<file path="src/rtl/rs_pkg.sv">
// Shared types and constants for the reservation-station bank.
package rs_pkg;
  localparam int TAG_W = 6;
  localparam int DATA_W = 32;
  localparam logic [TAG_W-1:0] NOT_REDIRECTED = '0;

  typedef enum logic [1:0] {
    FREE,
    WAITING,
    READY,
    EXECUTING
  } rs_state_t;

  // True when a valid CDB broadcast carries the tag held in the low bits of an operand field
  function automatic logic tag_hit(input logic valid, input logic [TAG_W-1:0] tag,
                                   input logic [DATA_W-1:0] field);
    return valid && (tag == field[TAG_W-1:0]);
  endfunction
endpackage

</file>
<file path="src/rtl/reservation_station_if.sv">
// Issue, CDB and dispatch signals of the reservation-station bank.
interface reservation_station_if import rs_pkg::*; #(parameter int OP_W = 4) ();
  logic              issue;
  logic [OP_W-1:0]   issue_op;
  logic [DATA_W-1:0] A_value;
  logic [DATA_W-1:0] B_value;
  logic              A_invalid;
  logic              B_invalid;
  logic [TAG_W-1:0]  free_tag;
  logic              rs_full;
  logic              cdb_valid;
  logic [TAG_W-1:0]  cdb_tag;
  logic [DATA_W-1:0] cdb_data;
  logic              fu_valid;
  logic [OP_W-1:0]   fu_op;
  logic [DATA_W-1:0] fu_a;
  logic [DATA_W-1:0] fu_b;
  logic [TAG_W-1:0]  fu_tag;
  logic              fu_ready;

  // Upstream register file, CDB and functional unit side
  modport master (
    output issue, issue_op, A_value, B_value, A_invalid, B_invalid,
    output cdb_valid, cdb_tag, cdb_data, fu_ready,
    input  free_tag, rs_full, fu_valid, fu_op, fu_a, fu_b, fu_tag
  );

  // Reservation-station bank side
  modport slave (
    input  issue, issue_op, A_value, B_value, A_invalid, B_invalid,
    input  cdb_valid, cdb_tag, cdb_data, fu_ready,
    output free_tag, rs_full, fu_valid, fu_op, fu_a, fu_b, fu_tag
  );
endinterface

</file>
<file path="src/rtl/rs_entry.sv">
// One reservation station: state, operand capture with issue bypass, CDB snoop and release.
module rs_entry import rs_pkg::*; #(
  parameter int               OP_W    = 4,
  parameter logic [TAG_W-1:0] OWN_TAG = 1
) (
  input  logic              clock,
  input  logic              reset_n,
  input  logic              alloc,
  input  logic              accept,
  input  logic [OP_W-1:0]   issue_op,
  input  logic [DATA_W-1:0] a_value,
  input  logic [DATA_W-1:0] b_value,
  input  logic              a_invalid,
  input  logic              b_invalid,
  input  logic              cdb_valid,
  input  logic [TAG_W-1:0]  cdb_tag,
  input  logic [DATA_W-1:0] cdb_data,
  output rs_state_t         state,
  output logic [OP_W-1:0]   op,
  output logic [DATA_W-1:0] a,
  output logic [DATA_W-1:0] b
);
  logic a_pend, b_pend;
  logic a_byp, b_byp, a_pend_in, b_pend_in;
  logic a_snoop, b_snoop;

  // Issue bypass and snoop matches; a pending operand keeps its tag in a/b low bits
  always_comb begin
    a_byp     = a_invalid && tag_hit(cdb_valid, cdb_tag, a_value);
    b_byp     = b_invalid && tag_hit(cdb_valid, cdb_tag, b_value);
    a_pend_in = a_invalid && !a_byp;
    b_pend_in = b_invalid && !b_byp;
    a_snoop   = a_pend && tag_hit(cdb_valid, cdb_tag, a);
    b_snoop   = b_pend && tag_hit(cdb_valid, cdb_tag, b);
  end

  // Entry lifecycle: FREE -> WAITING/READY -> EXECUTING -> FREE on own-tag broadcast
  always_ff @(posedge clock or negedge reset_n) begin
    if (!reset_n) begin
      state  <= FREE;
      op     <= '0;
      a      <= '0;
      b      <= '0;
      a_pend <= 1'b0;
      b_pend <= 1'b0;
    end else begin
      case (state)
        FREE: if (alloc) begin
          op     <= issue_op;
          a      <= a_byp ? cdb_data : a_value;
          b      <= b_byp ? cdb_data : b_value;
          a_pend <= a_pend_in;
          b_pend <= b_pend_in;
          state  <= (a_pend_in || b_pend_in) ? WAITING : READY;
        end
        WAITING: begin
          if (a_snoop) begin
            a      <= cdb_data;
            a_pend <= 1'b0;
          end
          if (b_snoop) begin
            b      <= cdb_data;
            b_pend <= 1'b0;
          end
          if ((!a_pend || a_snoop) && (!b_pend || b_snoop)) state <= READY;
        end
        READY: if (accept) state <= EXECUTING;
        EXECUTING: if (cdb_valid && cdb_tag == OWN_TAG) state <= FREE;
        default: state <= FREE;
      endcase
    end
  end
endmodule

</file>
<file path="src/rtl/reservation_station.sv">
// Reservation-station bank: free/ready priority encoders and the dispatch mux over rs_entry.
module reservation_station import rs_pkg::*; #(
  parameter int NUM_RS      = 4,
  parameter int RS_BASE_TAG = 1,
  parameter int OP_W        = 4
) (
  input logic                  clock,
  input logic                  reset_n,
  reservation_station_if.slave bus
);
  rs_state_t         st  [NUM_RS];
  logic [OP_W-1:0]   ops [NUM_RS];
  logic [DATA_W-1:0] av  [NUM_RS];
  logic [DATA_W-1:0] bv  [NUM_RS];
  logic [NUM_RS-1:0] free_oh, ready_oh, alloc, accept;
  logic              free_found, ready_found;
  logic [TAG_W-1:0]  free_tag_c, fu_tag_c;
  logic [OP_W-1:0]   fu_op_c;
  logic [DATA_W-1:0] fu_a_c, fu_b_c;

  // Lowest-index FREE entry supplies the allocation tag
  always_comb begin
    free_found = 1'b0;
    free_oh    = '0;
    free_tag_c = TAG_W'(RS_BASE_TAG);
    for (int unsigned i = 0; i < NUM_RS; i++) begin
      if (!free_found && st[i] == FREE) begin
        free_found = 1'b1;
        free_oh[i] = 1'b1;
        free_tag_c = TAG_W'(RS_BASE_TAG + i);
      end
    end
  end

  // Lowest-index READY entry drives the functional unit; outputs idle at zero
  always_comb begin
    ready_found = 1'b0;
    ready_oh    = '0;
    fu_tag_c    = '0;
    fu_op_c     = '0;
    fu_a_c      = '0;
    fu_b_c      = '0;
    for (int unsigned i = 0; i < NUM_RS; i++) begin
      if (!ready_found && st[i] == READY) begin
        ready_found = 1'b1;
        ready_oh[i] = 1'b1;
        fu_tag_c    = TAG_W'(RS_BASE_TAG + i);
        fu_op_c     = ops[i];
        fu_a_c      = av[i];
        fu_b_c      = bv[i];
      end
    end
  end

  assign alloc        = free_oh & {NUM_RS{bus.issue && free_found}};
  assign accept       = ready_oh & {NUM_RS{ready_found && bus.fu_ready}};
  assign bus.free_tag = free_tag_c;
  assign bus.rs_full  = !free_found;
  assign bus.fu_valid = ready_found;
  assign bus.fu_tag   = fu_tag_c;
  assign bus.fu_op    = fu_op_c;
  assign bus.fu_a     = fu_a_c;
  assign bus.fu_b     = fu_b_c;

  for (genvar g = 0; g < NUM_RS; g++) begin : g_entry
    rs_entry #(
      .OP_W    (OP_W),
      .OWN_TAG (TAG_W'(RS_BASE_TAG + g))
    ) u_entry (
      .clock     (clock),
      .reset_n   (reset_n),
      .alloc     (alloc[g]),
      .accept    (accept[g]),
      .issue_op  (bus.issue_op),
      .a_value   (bus.A_value),
      .b_value   (bus.B_value),
      .a_invalid (bus.A_invalid),
      .b_invalid (bus.B_invalid),
      .cdb_valid (bus.cdb_valid),
      .cdb_tag   (bus.cdb_tag),
      .cdb_data  (bus.cdb_data),
      .state     (st[g]),
      .op        (ops[g]),
      .a         (av[g]),
      .b         (bv[g])
    );
  end
endmodule
</file>
<file path="src/flat_wrapper.sv">
// flat-port wrapper written by rule: the top's interface ports become plain ports
module reservation_station_flat import rs_pkg::*;
#(
  parameter int NUM_RS      = 4,
  parameter int RS_BASE_TAG = 1,
  parameter int OP_W        = 4
)
  (clock, reset_n, bus_issue, bus_issue_op, bus_A_value, bus_B_value, bus_A_invalid, bus_B_invalid, bus_cdb_valid, bus_cdb_tag, bus_cdb_data, bus_fu_ready, bus_free_tag, bus_rs_full, bus_fu_valid, bus_fu_op, bus_fu_a, bus_fu_b, bus_fu_tag);
  reservation_station_if #(.OP_W(OP_W)) bus_i ();
  input logic clock;
  input logic reset_n;
  input wire logic [$bits(bus_i.issue)-1:0] bus_issue;
  input wire logic [$bits(bus_i.issue_op)-1:0] bus_issue_op;
  input wire logic [$bits(bus_i.A_value)-1:0] bus_A_value;
  input wire logic [$bits(bus_i.B_value)-1:0] bus_B_value;
  input wire logic [$bits(bus_i.A_invalid)-1:0] bus_A_invalid;
  input wire logic [$bits(bus_i.B_invalid)-1:0] bus_B_invalid;
  input wire logic [$bits(bus_i.cdb_valid)-1:0] bus_cdb_valid;
  input wire logic [$bits(bus_i.cdb_tag)-1:0] bus_cdb_tag;
  input wire logic [$bits(bus_i.cdb_data)-1:0] bus_cdb_data;
  input wire logic [$bits(bus_i.fu_ready)-1:0] bus_fu_ready;
  output wire logic [$bits(bus_i.free_tag)-1:0] bus_free_tag;
  output wire logic [$bits(bus_i.rs_full)-1:0] bus_rs_full;
  output wire logic [$bits(bus_i.fu_valid)-1:0] bus_fu_valid;
  output wire logic [$bits(bus_i.fu_op)-1:0] bus_fu_op;
  output wire logic [$bits(bus_i.fu_a)-1:0] bus_fu_a;
  output wire logic [$bits(bus_i.fu_b)-1:0] bus_fu_b;
  output wire logic [$bits(bus_i.fu_tag)-1:0] bus_fu_tag;
  assign bus_i.issue = bus_issue;
  assign bus_i.issue_op = bus_issue_op;
  assign bus_i.A_value = bus_A_value;
  assign bus_i.B_value = bus_B_value;
  assign bus_i.A_invalid = bus_A_invalid;
  assign bus_i.B_invalid = bus_B_invalid;
  assign bus_i.cdb_valid = bus_cdb_valid;
  assign bus_i.cdb_tag = bus_cdb_tag;
  assign bus_i.cdb_data = bus_cdb_data;
  assign bus_i.fu_ready = bus_fu_ready;
  assign bus_free_tag = bus_i.free_tag;
  assign bus_rs_full = bus_i.rs_full;
  assign bus_fu_valid = bus_i.fu_valid;
  assign bus_fu_op = bus_i.fu_op;
  assign bus_fu_a = bus_i.fu_a;
  assign bus_fu_b = bus_i.fu_b;
  assign bus_fu_tag = bus_i.fu_tag;
  reservation_station #(.NUM_RS(NUM_RS), .RS_BASE_TAG(RS_BASE_TAG), .OP_W(OP_W)) u_core (.clock(clock), .reset_n(reset_n), .bus(bus_i));
endmodule
</file>
<file path="config.mk">
export PLATFORM = sky130hd
export DESIGN_NAME = reservation_station_flat
export DESIGN_NICKNAME = d
export VERILOG_FILES = /design/src/rtl/rs_pkg.sv /design/src/rtl/reservation_station_if.sv /design/src/rtl/rs_entry.sv /design/src/rtl/reservation_station.sv /design/src/flat_wrapper.sv
export SDC_FILE = /design/constraint.sdc
export NUM_CORES = 1
export LEC_CHECK = 0
export CAP_MARGIN = 20
export CELL_PAD_IN_SITES_DETAIL_PLACEMENT = 1
export CELL_PAD_IN_SITES_GLOBAL_PLACEMENT = 2
export CORE_MARGIN = 8
export CORE_UTILIZATION = 40
export CTS_BUF_LIST = sky130_fd_sc_hd__clkbuf_2
export DETAILED_ROUTE_END_ITERATION = 7
export GPL_ROUTABILITY_DRIVEN = 1
export HOLD_SLACK_MARGIN = 0.12
export PLACE_DENSITY_LB_ADDON = 0.2
export SYNTH_ARGS = -nofsm -noshare
export SYNTH_HDL_FRONTEND = slang
export SYNTH_SLANG_ARGS = --single-unit
</file>
<file path="constraint.sdc">
create_clock -name clock -period 2.8 [get_ports clock]
set_clock_uncertainty 0.05 [all_clocks]
set_input_delay 0.28 -clock clock [delete_from_list [all_inputs] [get_ports clock]]
set_output_delay 0.28 -clock clock [all_outputs]
set_load 0.02 [all_outputs]
</file>
==> impl_metrics.json <==
{
  "run_status": "complete, but fails checks",
  "violations": "setup timing",
  "min_period_over_period": 1.13,
  "initial_core_util": 0.405,
  "fin_util": 0.562,
  "finalSetupViolCount": 69,
  "p_leak_uw": 0.00996,
  "whs_ns": 0.230,
  "rows": 75,
  "async_reset_ff_frac": 1.00,
  "syn_area_sq_um": 17000,
  "wirelength_um": 62600,
  "io_pins": 195,
  "layout-drive-gt1-share": 0.487,
  "track_usage": 0.247,
  "synthCells": 1444,
  "cp.depth": 7,
  "grt_max_degree": 67,
  "gp_congestion": 0.808,
  "grt_pass1_vias": 15600,
  "hpwlAfterDp_um": 39500,
  "synth_seq_cells": 288,
  "seqCellArea_sq_um": 7210,
  "synth_top_area_cell": "dfrtp_1",
  "crit_path_max_fanout": 5,
  "dieArea_sq_um": 49400,
  "wl_per_cell_um": 25.4,
  "synth-main-ff-cell": "dfrtp_1",
  "die_w_um": 222,
  "synth-warning-count": 0,
  "syn_area_per_cell_sq_um": 11.8,
  "via_per_inst": 5.70,
  "fmax_mhz": 316,
  "grt_pass1_wl_um": 95800,
  "htreeDepth": 3,
  "cts_tree": "yes",
  "clkSinkCount": 288,
  "clk_pin_slew_ns": 0.10,
  "vias": 14100,
  "yosysUniqueCellTypes": 53,
  "cap_violations": 0,
  "criticalPathCategory": "reg2out",
  "cp-end-kind": "output pin",
  "fin_area_sq_um": 23600,
  "multiInputGateArea_sq_um": 9740,
  "synth-edff-count": 0,
  "path_cells": "ha_4 > nor3_4 > and2_4 > buf_8 > buf_12 > a221o_1 > buf_6",
  "insertion_delay_ns": 1.02,
  "slowest_stage": "dfrtp_2",
  "relSlewSlack": 0.583,
  "first_pass_iters": 5,
  "p_per_area_nw_per_um2": 1370,
  "hold_class": "in2reg",
  "fin_crit_ns": 3.17,
  "nets": 2000,
  "antenna_found_initial": 2,
  "overflow": 0,
  "tns_ns": -17.98,
  "die_h_um": 222,
  "synth.most_common_cell": "mux2_2",
  "root_buffer": "clkbuf_2",
  "start_kind": "flip-flop",
  "slew_violations": 0,
  "reg2regPathDepth": 8,
  "portBuffers": 188,
  "rsz0062_at_grt": "yes",
  "worst_slew_pin_slew_ns": 0.621,
  "hold_viol": 0,
  "clk_path_buf_depth": 3,
  "hold_depth": 3,
  "core_area_sq_um": 42000,
  "dr.first_iter.drc_count": 781,
  "critPathMaxStageDelay_ns": 0.45,
  "yosys-top-cells-area": "dfrtp_1, mux2_2, a221o_1",
  "place_area_sq_um": 20500,
  "cts_made_buffers": 83,
  "route.detailed.drc": 0,
  "synth.top_cell.area_share": 0.423,
  "area_delta_synth_final_pct": 38.6,
  "crit_family": "simple AND/OR/NAND/NOR gates",
  "worst-path-buf-inv": 3,
  "crit_required_ns": 2.47,
  "synth-seq-area-share": 0.423,
  "vdd_drop_max_mv": 0.701,
  "fin_ws_ns": -0.368,
  "ant_nets": 0,
  "fill_cells": 4363,
  "synthTopCellsByCount": "mux2_2, dfrtp_1, nor2_1, a21oi_1, clkbuf_1",
  "worstPathArrival_ns": 2.84
}
-- area by class of cell --
class                           count  area share
Antenna cell                        2    0.000212
Clock inverter                     19     0.00435
Inverter                           20     0.00318
Timing Repair Buffer              459       0.219
Sequential cell                   288       0.305
Tap cell                          539      0.0286
Clock buffer                      126      0.0267
Multi-Input combinational cell   1017       0.413
-- per-stage QoR --
step	std cells	setup WS, ns	power, uW
floorplan	1449	0.225	18900
global placement	2163	-0.285	25800
detailed placement	2164	-0.320	26300
CTS	2446	-0.425	31300
global route	2470	-0.498	34200
finish	2470	-0.368	32400
-- kinds of logic after synthesis --
| group | Yosys count | synth area share |
|---|---|---|
| muxes | 501 | 0.328 |
| DFF | 288 | 0.423 |
| buffers and inverters | 144 | 0.0404 |
| and+or+nand+nor | 178 | 0.0500 |
| xor gates and xnor gates | 60 | 0.0309 |
| AOI/OAI and AO/OA | 254 | 0.114 |
| other | 1 | 0.000220 |
| adders and majority gates | 18 | 0.0132 |
-- sequential cells by signal, indices dropped and copies added, names as in the netlist --
| name | count |
|---|---|
| u_core.g_entry.u_entry.state | 8 |
| u_core.g_entry.u_entry.b | 128 |
| u_core.g_entry.u_entry.op | 16 |
| u_core.g_entry.u_entry.b_pend | 4 |
| u_core.g_entry.u_entry.a_pend | 4 |
| u_core.g_entry.u_entry.a | 128 |
-- metal layers --
layer / GRT usage / share of wire
met3: 0.0375 / 0.045
met2: 0.410 / 0.49
met4: 0.0918 / 0.021
met1: 0.322 / 0.44
met5: 0 / 0
-- layout by cell type, fill, tap and decap left out, drive strengths merged, types with 3 or more instances in the layout --
cell             n
dfrtp          288
conb             6
clkbuf         133
nor3             6
nand4            5
and4             4
a311o            4
nor2            87
nor4             3
inv             22
a221o           68
xor2            23
or4b             4
buf            235
nor2b            7
a31oi            9
nand2b           4
a21oi           82
and2             4
xnor2           37
clkdlybuf4s15    5
clkinv          15
mux2i           40
mux2           461
dlygate4sd3    100
o21ai            5
a311oi           5
o41ai            3
o32ai            4
nand3            6
clkdlybuf4s50  111
a22oi           61
nand2           40
ha              18
-- power breakdown --
group | internal [uW] | switching (uW) | total [uW]
Sequential | 6380 | 1480 | 7870
Combinational | 11100 | 10300 | 21300
Clock | 1270 | 1950 | 3220
-- worst register-to-register path: cells and delay by family (launching register included) --
family / cells / cell delay (ns)
AOI/OAI and AO/OA: 2 / 0.29
adders and majority gates: 1 / 0.29
DFF: 1 / 0.41
muxes: 1 / 0.27
buffers and inverters: 4 / 1.26
-- path summary, 6_finish.rpt --
check	start	to	slack (ns)
max in group asynchronous	reset_n	u_core.g_entry[0].u_entry.a[29]$_DFFE_PN0P_	1.88
min in group asynchronous	reset_n	u_core.g_entry[2].u_entry.a[3]$_DFFE_PN0P_	0.43
hold reg to reg	u_core.g_entry[2].u_entry.op[1]$_DFFE_PN0P_	u_core.g_entry[2].u_entry.op[1]$_DFFE_PN0P_	0.46
setup reg to reg	u_core.g_entry[1].u_entry.state[0]$_DFFE_PN0P_	u_core.g_entry[1].u_entry.b[24]$_DFFE_PN0P_	0.12
setup / recovery	u_core.g_entry[0].u_entry.state[1]$_DFFE_PN0P_	bus_fu_a[1]	-0.37
hold / removal	bus_cdb_data[22]	u_core.g_entry[3].u_entry.b[22]$_DFFE_PN0P_	0.23
-- repair_timing --
item	in CTS	in global routing
resized for setup	470	84
setup endpoints to repair	76	76
hold buffers	101	0
buffers inserted	30	15
gates cloned	7	9
pin swaps	28	51
hold endpoints to repair	553	0
No activity file was read; power rests on OpenSTA's default activity.
